--- src/rtl/rr_mux_pkg.sv ---
// Shared lane count, select width and output-register state type for the 4-to-1 round-robin mux.
// Used by both builds (RR_MUX_FIXED_PRIO_EN defined or undefined).
package rr_mux_pkg;

    localparam int NUM_LANES = 4;
    localparam int SEL_W     = 2;

    typedef enum logic {
        EMPTY = 1'b0,
        FULL  = 1'b1
    } state_t;

    // The pointer naturally wraps 3 -> 0 through the two-bit addition.
    function automatic logic [SEL_W-1:0] nextLane(input logic [SEL_W-1:0] lane);
        return lane + SEL_W'(1);
    endfunction

endpackage

--- src/rtl/rr_mux_4_to_1_arbiter.sv ---
// Grant logic for four lanes: rotating priority from ptr, or fixed lane-0-first priority
// when RR_MUX_FIXED_PRIO_EN is defined (ptr is then ignored).
module rr_arbiter_4
    import rr_mux_pkg::*;
(
    input  logic [NUM_LANES-1:0] req,
    input  logic [SEL_W-1:0]     ptr,
    input  logic                 en,
    output logic [NUM_LANES-1:0] gnt,
    output logic [SEL_W-1:0]     gnt_idx
);

`ifdef RR_MUX_FIXED_PRIO_EN

    logic unusedPtr;
    assign unusedPtr = ^ptr;

    // Scanning downward lets the lowest valid lane overwrite any higher one.
    always_comb begin
        gnt     = '0;
        gnt_idx = '0;
        for (int k = NUM_LANES - 1; k >= 0; k--) begin
            if (en && req[k]) begin
                gnt     = '0;
                gnt[k]  = 1'b1;
                gnt_idx = SEL_W'(k);
            end
        end
    end

`else

    logic             found;
    logic [SEL_W-1:0] idx;

    // Visit ptr, ptr+1, ... modulo 4 and keep the first requesting lane.
    always_comb begin
        gnt     = '0;
        gnt_idx = '0;
        found   = 1'b0;
        idx     = ptr;
        for (int k = 0; k < NUM_LANES; k++) begin
            idx = ptr + SEL_W'(k);
            if (en && !found && req[idx]) begin
                found    = 1'b1;
                gnt[idx] = 1'b1;
                gnt_idx  = idx;
            end
        end
    end

`endif

endmodule

--- src/rtl/rr_mux_4_to_1.sv ---
// Four-lane valid/ready mux with a single registered output stage and round-robin arbitration;
// defining RR_MUX_FIXED_PRIO_EN swaps in fixed lane-0-first priority and drops the pointer.
module rr_mux_4_to_1
    import rr_mux_pkg::*;
#(
    parameter int WIDTH = 8
)
(
    input  logic                       clk,
    input  logic                       rst,
    input  logic [NUM_LANES-1:0]       in_valid,
    input  logic [NUM_LANES*WIDTH-1:0] in_data,
    output logic [NUM_LANES-1:0]       in_ready,
    output logic                       out_valid,
    output logic [WIDTH-1:0]           out_data,
    output logic [SEL_W-1:0]           out_sel,
    input  logic                       out_ready
);

    state_t           state_q, state_d;
    logic [WIDTH-1:0] outData_q, outData_d;
    logic [SEL_W-1:0] outSel_q, outSel_d;

    logic                 canLoad;
    logic                 grant;
    logic [NUM_LANES-1:0] gnt;
    logic [SEL_W-1:0]     gntIdx;
    logic [SEL_W-1:0]     ptrArb;
    logic [WIDTH-1:0]     laneData [NUM_LANES];

    for (genvar i = 0; i < NUM_LANES; i++) begin : g_lane
        assign laneData[i] = in_data[i*WIDTH +: WIDTH];
    end

    // Reset blocks loading so nothing is accepted while the register is being cleared.
    assign canLoad = !rst && ((state_q == EMPTY) || out_ready);

    rr_arbiter_4 u_arb (
        .req     (in_valid),
        .ptr     (ptrArb),
        .en      (canLoad),
        .gnt     (gnt),
        .gnt_idx (gntIdx)
    );

    assign grant    = |gnt;
    assign in_ready = gnt;

`ifdef RR_MUX_FIXED_PRIO_EN

    assign ptrArb = '0;

`else

    logic [SEL_W-1:0] ptr_q, ptr_d;

    assign ptr_d  = grant ? nextLane(gntIdx) : ptr_q;
    assign ptrArb = ptr_q;

    always_ff @(posedge clk) begin
        if (rst) begin
            ptr_q <= '0;
        end else begin
            ptr_q <= ptr_d;
        end
    end

`endif

    always_comb begin
        state_d   = state_q;
        outData_d = outData_q;
        outSel_d  = outSel_q;
        case (state_q)
            EMPTY: if (grant) state_d = FULL;
            FULL:  if (out_ready && !grant) state_d = EMPTY;
            default: state_d = EMPTY;
        endcase
        if (grant) begin
            outData_d = laneData[gntIdx];
            outSel_d  = gntIdx;
        end
    end

    always_ff @(posedge clk) begin
        if (rst) begin
            state_q   <= EMPTY;
            outData_q <= '0;
            outSel_q  <= '0;
        end else begin
            state_q   <= state_d;
            outData_q <= outData_d;
            outSel_q  <= outSel_d;
        end
    end

    assign out_valid = (state_q == FULL);
    assign out_data  = outData_q;
    assign out_sel   = outSel_q;

    // A stalled beat must not move, and accepts must be single and requested.
    assert property (@(posedge clk) disable iff (rst) $onehot0(in_ready));
    assert property (@(posedge clk) disable iff (rst) (in_ready & ~in_valid) == '0);
    assert property (@(posedge clk) disable iff (rst)
        (out_valid && !out_ready) |=> (out_valid && $stable(out_data) && $stable(out_sel)));

endmodule

--- config.mk ---
export PLATFORM = sky130hd
export DESIGN_NAME = rr_mux_4_to_1
export DESIGN_NICKNAME = d
export VERILOG_FILES = /design/src/rtl/rr_mux_pkg.sv /design/src/rtl/rr_mux_4_to_1_arbiter.sv /design/src/rtl/rr_mux_4_to_1.sv
export SDC_FILE = /design/constraint.sdc
export NUM_CORES = 1
export LEC_CHECK = 0
export CORE_MARGIN = 2
export CORE_UTILIZATION = 42
export DETAILED_ROUTE_END_ITERATION = 16
export GPL_ROUTABILITY_DRIVEN = 0
export PLACE_DENSITY = 0.92
export SYNTH_ARGS = -nofsm -noshare
export SYNTH_HDL_FRONTEND = slang
export SYNTH_SLANG_ARGS = --single-unit
--- constraint.sdc ---
create_clock -name clk -period 4.4 [get_ports clk]
set_input_delay 0.88 -clock clk [delete_from_list [all_inputs] [get_ports clk]]
set_output_delay 0.88 -clock clk [all_outputs]
set_load 0.01 [all_outputs]
# After elaboration in Yosys (flattened, before gate mapping)
# Cells that the tools add are included.
[totals]
inputBits = 39
word_cells = 75
ff_bits = 13
out_inout_bits = 15
[op_classes]
bitwise = 5
add_sub_neg = 4
magnitude_cmp = 9
muxes = 33
reduce_logical = 20
[ops]
columns = ["operator", "count"]
rows = [
  ["8-bit binary-select mux with 2-bit select", 1],
  ["4-bit two-way mux", 4],
  ["8-bit two-way mux", 2],
  ["1-bit logical AND", 13],
  ["1-bit two-way mux", 13],
  ["2-bit by 3-bit < comparator with 1-bit output, second input constant", 4],
  ["4-bit OR", 3],
  ["1-bit binary-select mux with 2-bit select", 4],
  ["1-bit demux with 2-bit select", 4],
  ["2-bit by 1-bit greater-or-equal comparator with 1-bit output, second input constant", 4],
  ["2-bit two-way mux", 4],
  ["1-bit zero test", 5],
  ["2-bit by 1-bit adder with 2-bit output, second input constant", 2],
  ["2-bit adder, second input constant", 2],
  ["4-bit OR reduction", 1],
  ["3-bit greater-or-equal comparator, second input constant", 1],
  ["2-bit NOT with 3-bit output", 1],
  ["1-bit one-hot mux with 2 select lines", 1],
  ["1-bit logical OR", 1],
  ["1-bit NOT", 1],
]

# Depth between registers and ports, before layout
[depth]
depth_word = 22
depth_mapped = 13
depth_no_buf = 9

# Cells and area by module
# From an unflattened synthesis, not the netlist that was laid out.
[unflattened]
hier_cells = 130
area_unflattened_um2 = 1202.4
[by_module_without_submodules]
columns = ["mod", "n_inst", "seq_area_each_um2", "cells_per_inst", "area_each_um2"]
rows = [
  ["rr_mux_4_to_1", 1, 260.2, 67, 670.6],
  ["rr_arbiter_4", 1, 0.0, 63, 531.8],
]

# Least setup slack after synthesis
# Ideal clock, no wire load.
[synth_path]
path_kind = "register -> output"
startpoint = "register ptr_q[1] (netlist: ptrArb[1])"
endpoint = "output in_ready[3]"
required_time_ns = 3.520
path_stages_with_launch = 9
path_slack_ns = 1.162
arrival_ns = 2.358
path_cell_list = "dfxtp_1 > inv_1 > ha_1 > clkbuf_2 > mux4_2 > nor4_2 > and2_1 > buf_6 > a221o_1"
[synth_between]
elab_chain_cells = 16
[synth_lines]
columns = ["item", "line", "source"]
rows = [
  ["start, declared", "rr_mux_4_to_1.sv:55", "logic [SEL_W-1:0] ptr_q, ptr_d;"],
  ["start signal, assigned", "rr_mux_4_to_1.sv:64", "ptr_q <= ptr_d;"],
  ["branches (longest 15 deep; another with 2-bit by 3-bit < comparator with 1-bit output)", "-", ""],
  ["4-bit two-way mux (*)", "rr_mux_4_to_1_arbiter.sv:44", "if (en && !found && req[idx]) begin"],
  ["end, declared", "rr_mux_4_to_1.sv:13", "output logic [NUM_LANES-1:0] in_ready,"],
]
# Every way passes the cells marked *. The select of a mux whose other input is x is not followed.

# Final worst setup path
[layout_path]
startpoint = "input in_valid[3]"
endpoint = "output in_ready[2]"
[layout_between]
elab_chain_cells = 16
[layout_lines]
columns = ["item", "line", "source"]
rows = [
  ["start, declared", "rr_mux_4_to_1.sv:11", "input logic [NUM_LANES-1:0] in_valid,"],
  ["1-bit binary-select mux with 2-bit select", "rr_mux_4_to_1_arbiter.sv:44", ""],
  ["1-bit two-way mux (not written as such)", "rr_mux_4_to_1_arbiter.sv:44", ""],
  ["1-bit logical AND", "rr_mux_4_to_1_arbiter.sv:44", ""],
  ["1-bit two-way mux", "rr_mux_4_to_1_arbiter.sv:44", ""],
  ["1-bit zero test", "rr_mux_4_to_1_arbiter.sv:44", ""],
  ["1-bit logical AND (2 in series)", "rr_mux_4_to_1_arbiter.sv:44", ""],
  ["1-bit two-way mux", "rr_mux_4_to_1_arbiter.sv:44", ""],
  ["1-bit zero test", "rr_mux_4_to_1_arbiter.sv:44", ""],
  ["1-bit logical AND (2 in series)", "rr_mux_4_to_1_arbiter.sv:44", ""],
  ["1-bit two-way mux", "rr_mux_4_to_1_arbiter.sv:44", ""],
  ["1-bit zero test", "rr_mux_4_to_1_arbiter.sv:44", ""],
  ["1-bit logical AND (2 in series)", "rr_mux_4_to_1_arbiter.sv:44", ""],
  ["4-bit two-way mux (*)", "rr_mux_4_to_1_arbiter.sv:44", ""],
]
# Mark *: on every way between the ends. The rest lies on a longest branch, timed or not. The select of a mux whose other input is x is not followed.

==> metrics.txt <==
outcome=complete, no violations; # diodes=0; main area contributors after synthesis=dfxtp_1, a221o_1, a21oi_1; Hold Startpoint=out_data[6]; ratio of cells with drive above 1 in the final layout=11.2%; Post-DP HPWL=2.56 mm; clock net sink count=13; die width=57.5 µm; combinational power share=71.8%; syn nets=183; # DRC=0; # port buffers=53; DIE AREA=0.00331 mm²; RR Endpoint=out_data[2]; Reg2Reg Setup Slack=1.08 ns; Worst EP required=3.52 ns; Power Dens Cells=563 mW/mm²; height of the die=57.5 µm; Crit-path slowest cell=mux4_2; type of the worst setup path=input port to primary output; Buf+Inv Stages, Crit Path=2; Num CTS Buffers=3; Yosys reg bits=13; I/O Pins=54; total negative slack=0 ns; Post-CTS Setup Inserts=0; Psw=433 µW; post-route setup slack=0.102 ns; wire length per cell after detailed routing=15.4 µm; CTS root buf=clkbuf_4; CTS max path bufs=2; post-synthesis cell area=0.00120 mm²; most frequent cells in the layout=clkdlybuf4s50_1, a21oi_1, nand2_1, a221o_1, dfxtp_1; FMAX=233 MHz; Starting Density=44.0%; GRT Total Usage=20.5%; critical path cell sequence=clkdlybuf4s50_1 -> mux4_2 -> nor4_2 -> and2_2 -> a221o_1 -> clkdlybuf4s50_1; vias in the first global route=1271; min Tclk post-route=4.30 ns; endpoints failing setup=0; Rel. slew slack=78.6%; Yosys warning count=0; Hold Violations, Final=0; Synth top area share=21.6%; CTS HTree Levels=1; Total Wirelength=3.38 mm; Max-Cap Viols=0; via-per-instance ratio=5.72; CTS tree=built; cell family with most CP delay=buffers and inverters; fin crit share=97.7%; worst vdd ir=0.457 mV; number of antenna violations at the first check in global routing=0; Sw Ratio=43.3%; largest net degree at the start of global routing=27; total gr overflow=0; antenna-violating nets left=0; startpoint types=input port; worst reg2reg path startpoint=ptrArb[1]; sequential power share=20.3%; Yosys top cell by area=dfxtp_1; sequential fraction of the synthesis area=21.6%; final net count=236; hold path cells=2; HP Class=register to register; most common cell after layout, fill and taps aside=clkdlybuf4s50_1; Hold Path Sink=out_data[6]; Starting DRT DRC Count=24; crit end category=primary output; core box area=0.00273 mm²; clock network fraction of total power=7.9%; Slew Viols, Final=0; Vias=1253; clock latency on the worst-skew pair=0.28 ns; Worst EP arrival=3.42 ns; CP dominant cell by count=clkdlybuf4s50_1; num rows=19; Leak=0.654 nW; length in cells of the worst reg-to-reg path=10; worst slack, placed=0.104 ns; Clk pin slew, worst setup/hold paths=0.08 ns; first-pass GRT wire length=5.35 mm; Avg Inst Size Synth=8.85 µm²; drt pass-1 iters=4; crit-path max cell delay=0.62 ns; synth unique cells=30; Synth Instances=136; Layout area overhead=47.5%; crit path max fanout=10; Worst-Margin Slew=0.318 ns; Fin Clk Skew=0.00512 ns; RSZ-0062 raised after global routing=false; Int Pwr=567 µW
[routing by layer]
layer / routed length [µm] / share of wire [%] / global-route usage [%] / vias to the layer above
met2: 1800 / 53 / 38.6 / 57
met5: 0 / 0 / 0 / -
met1: 1310 / 39 / 21.7 / 575
met3: 213 / 6.3 / 4.76 / 8
met4: 54 / 1.6 / 7.97 / 0
li1: - / - / - / 613
[tightest hold or removal path, cell delays in order (launching register included)]
cell	delay [ns]
dfxtp_1	0.32
nand2_1	0.05
a21oi_1	0.05
[stage by stage]
step / hold WS [ns] / total power, mW / cells / util [%] / area [µm²]
final: 0.457 / 1.00 / 219 / 64.9 / 1780
after global routing: 0.497 / 1.08 / 219 / 64.9 / 1780
after CTS: 0.459 / 0.994 / 219 / 64.8 / 1770
after detailed placement: 0.447 / 0.913 / 215 / 63.8 / 1740
after global placement: 0.442 / 0.882 / 215 / 63.8 / 1740
after floorplan: 0.474 / 0.695 / 136 / - / 1200
[power groups by stage]
| stage | clock, mW | combinational (mW) | sequential, mW |
|---|---|---|---|
| after CTS | 0.0794 | 0.711 | 0.203 |
| after global placement | 0 | 0.681 | 0.201 |
| after detailed placement | 0 | 0.708 | 0.205 |
| final | 0.0788 | 0.718 | 0.203 |
| after floorplan | 0 | 0.468 | 0.227 |
| after global routing | 0.0870 | 0.777 | 0.212 |
[Yosys cell counts, drive strengths merged]
cell    number
a211oi       4
a21oi       23
a221o       12
a22oi        2
and2         2
buf          6
clkbuf       5
dfxtp       13
ha           8
inv          3
mux2i       11
mux4         4
nand2       12
nand2b       8
nand3b       5
nor2         4
nor2b        5
nor3         1
nor4         2
o21ai        3
o21bai       1
or2          1
xor2         1
[area by class of cell]
type / instances / area, µm²
sequential: 13 / 262
timing repair buffer: 59 / 576
tap: 31 / 38.8
fill: 219 / 958
multi-input combinational: 109 / 862
inverter: 3 / 11.3
clock buffer: 4 / 26.3
[what timing repair did]
item | in CTS | in global routing
hold buffers | 0 | 0
endpoints found under the hold margin | 0 | 0
resized for setup | 1 | 2
setup endpoints to repair | 4 | 4
[state kept, by name, indices dropped and copies added, names as in the netlist]
register	cells
out_data	8
out_valid	1
ptrArb	2
out_sel	2
[worst max-delay path by stage]
| stage | slack (ns) | end | startpoint | cells past startpoint |
|---|---|---|---|---|
| floorplan | 1.16 | in_ready[3] | ptrArb[1] | 8 |
| finish | 0.10 | in_ready[2] | in_valid[3] | 6 |
| global placement | 0.27 | in_ready[3] | in_valid[3] | 6 |
| global route | 0.02 | in_ready[3] | in_valid[3] | 6 |
| CTS | 0.11 | in_ready[2] | in_valid[3] | 6 |
| detailed placement | 0.10 | in_ready[2] | in_valid[3] | 6 |
[cells by family after synthesis]
family	after synthesis	synth area share, %
AO/OA/AOI/OAI	45	26.0
AND/OR/NAND/NOR	40	19.6
multiplexers	15	16.6
buffers and inverters	14	7.07
flip-flops	13	21.6
adder cells (fa/ha/maj)	8	8.32
XOR/XNOR	1	0.728
(Power assumes the default switching activity.)
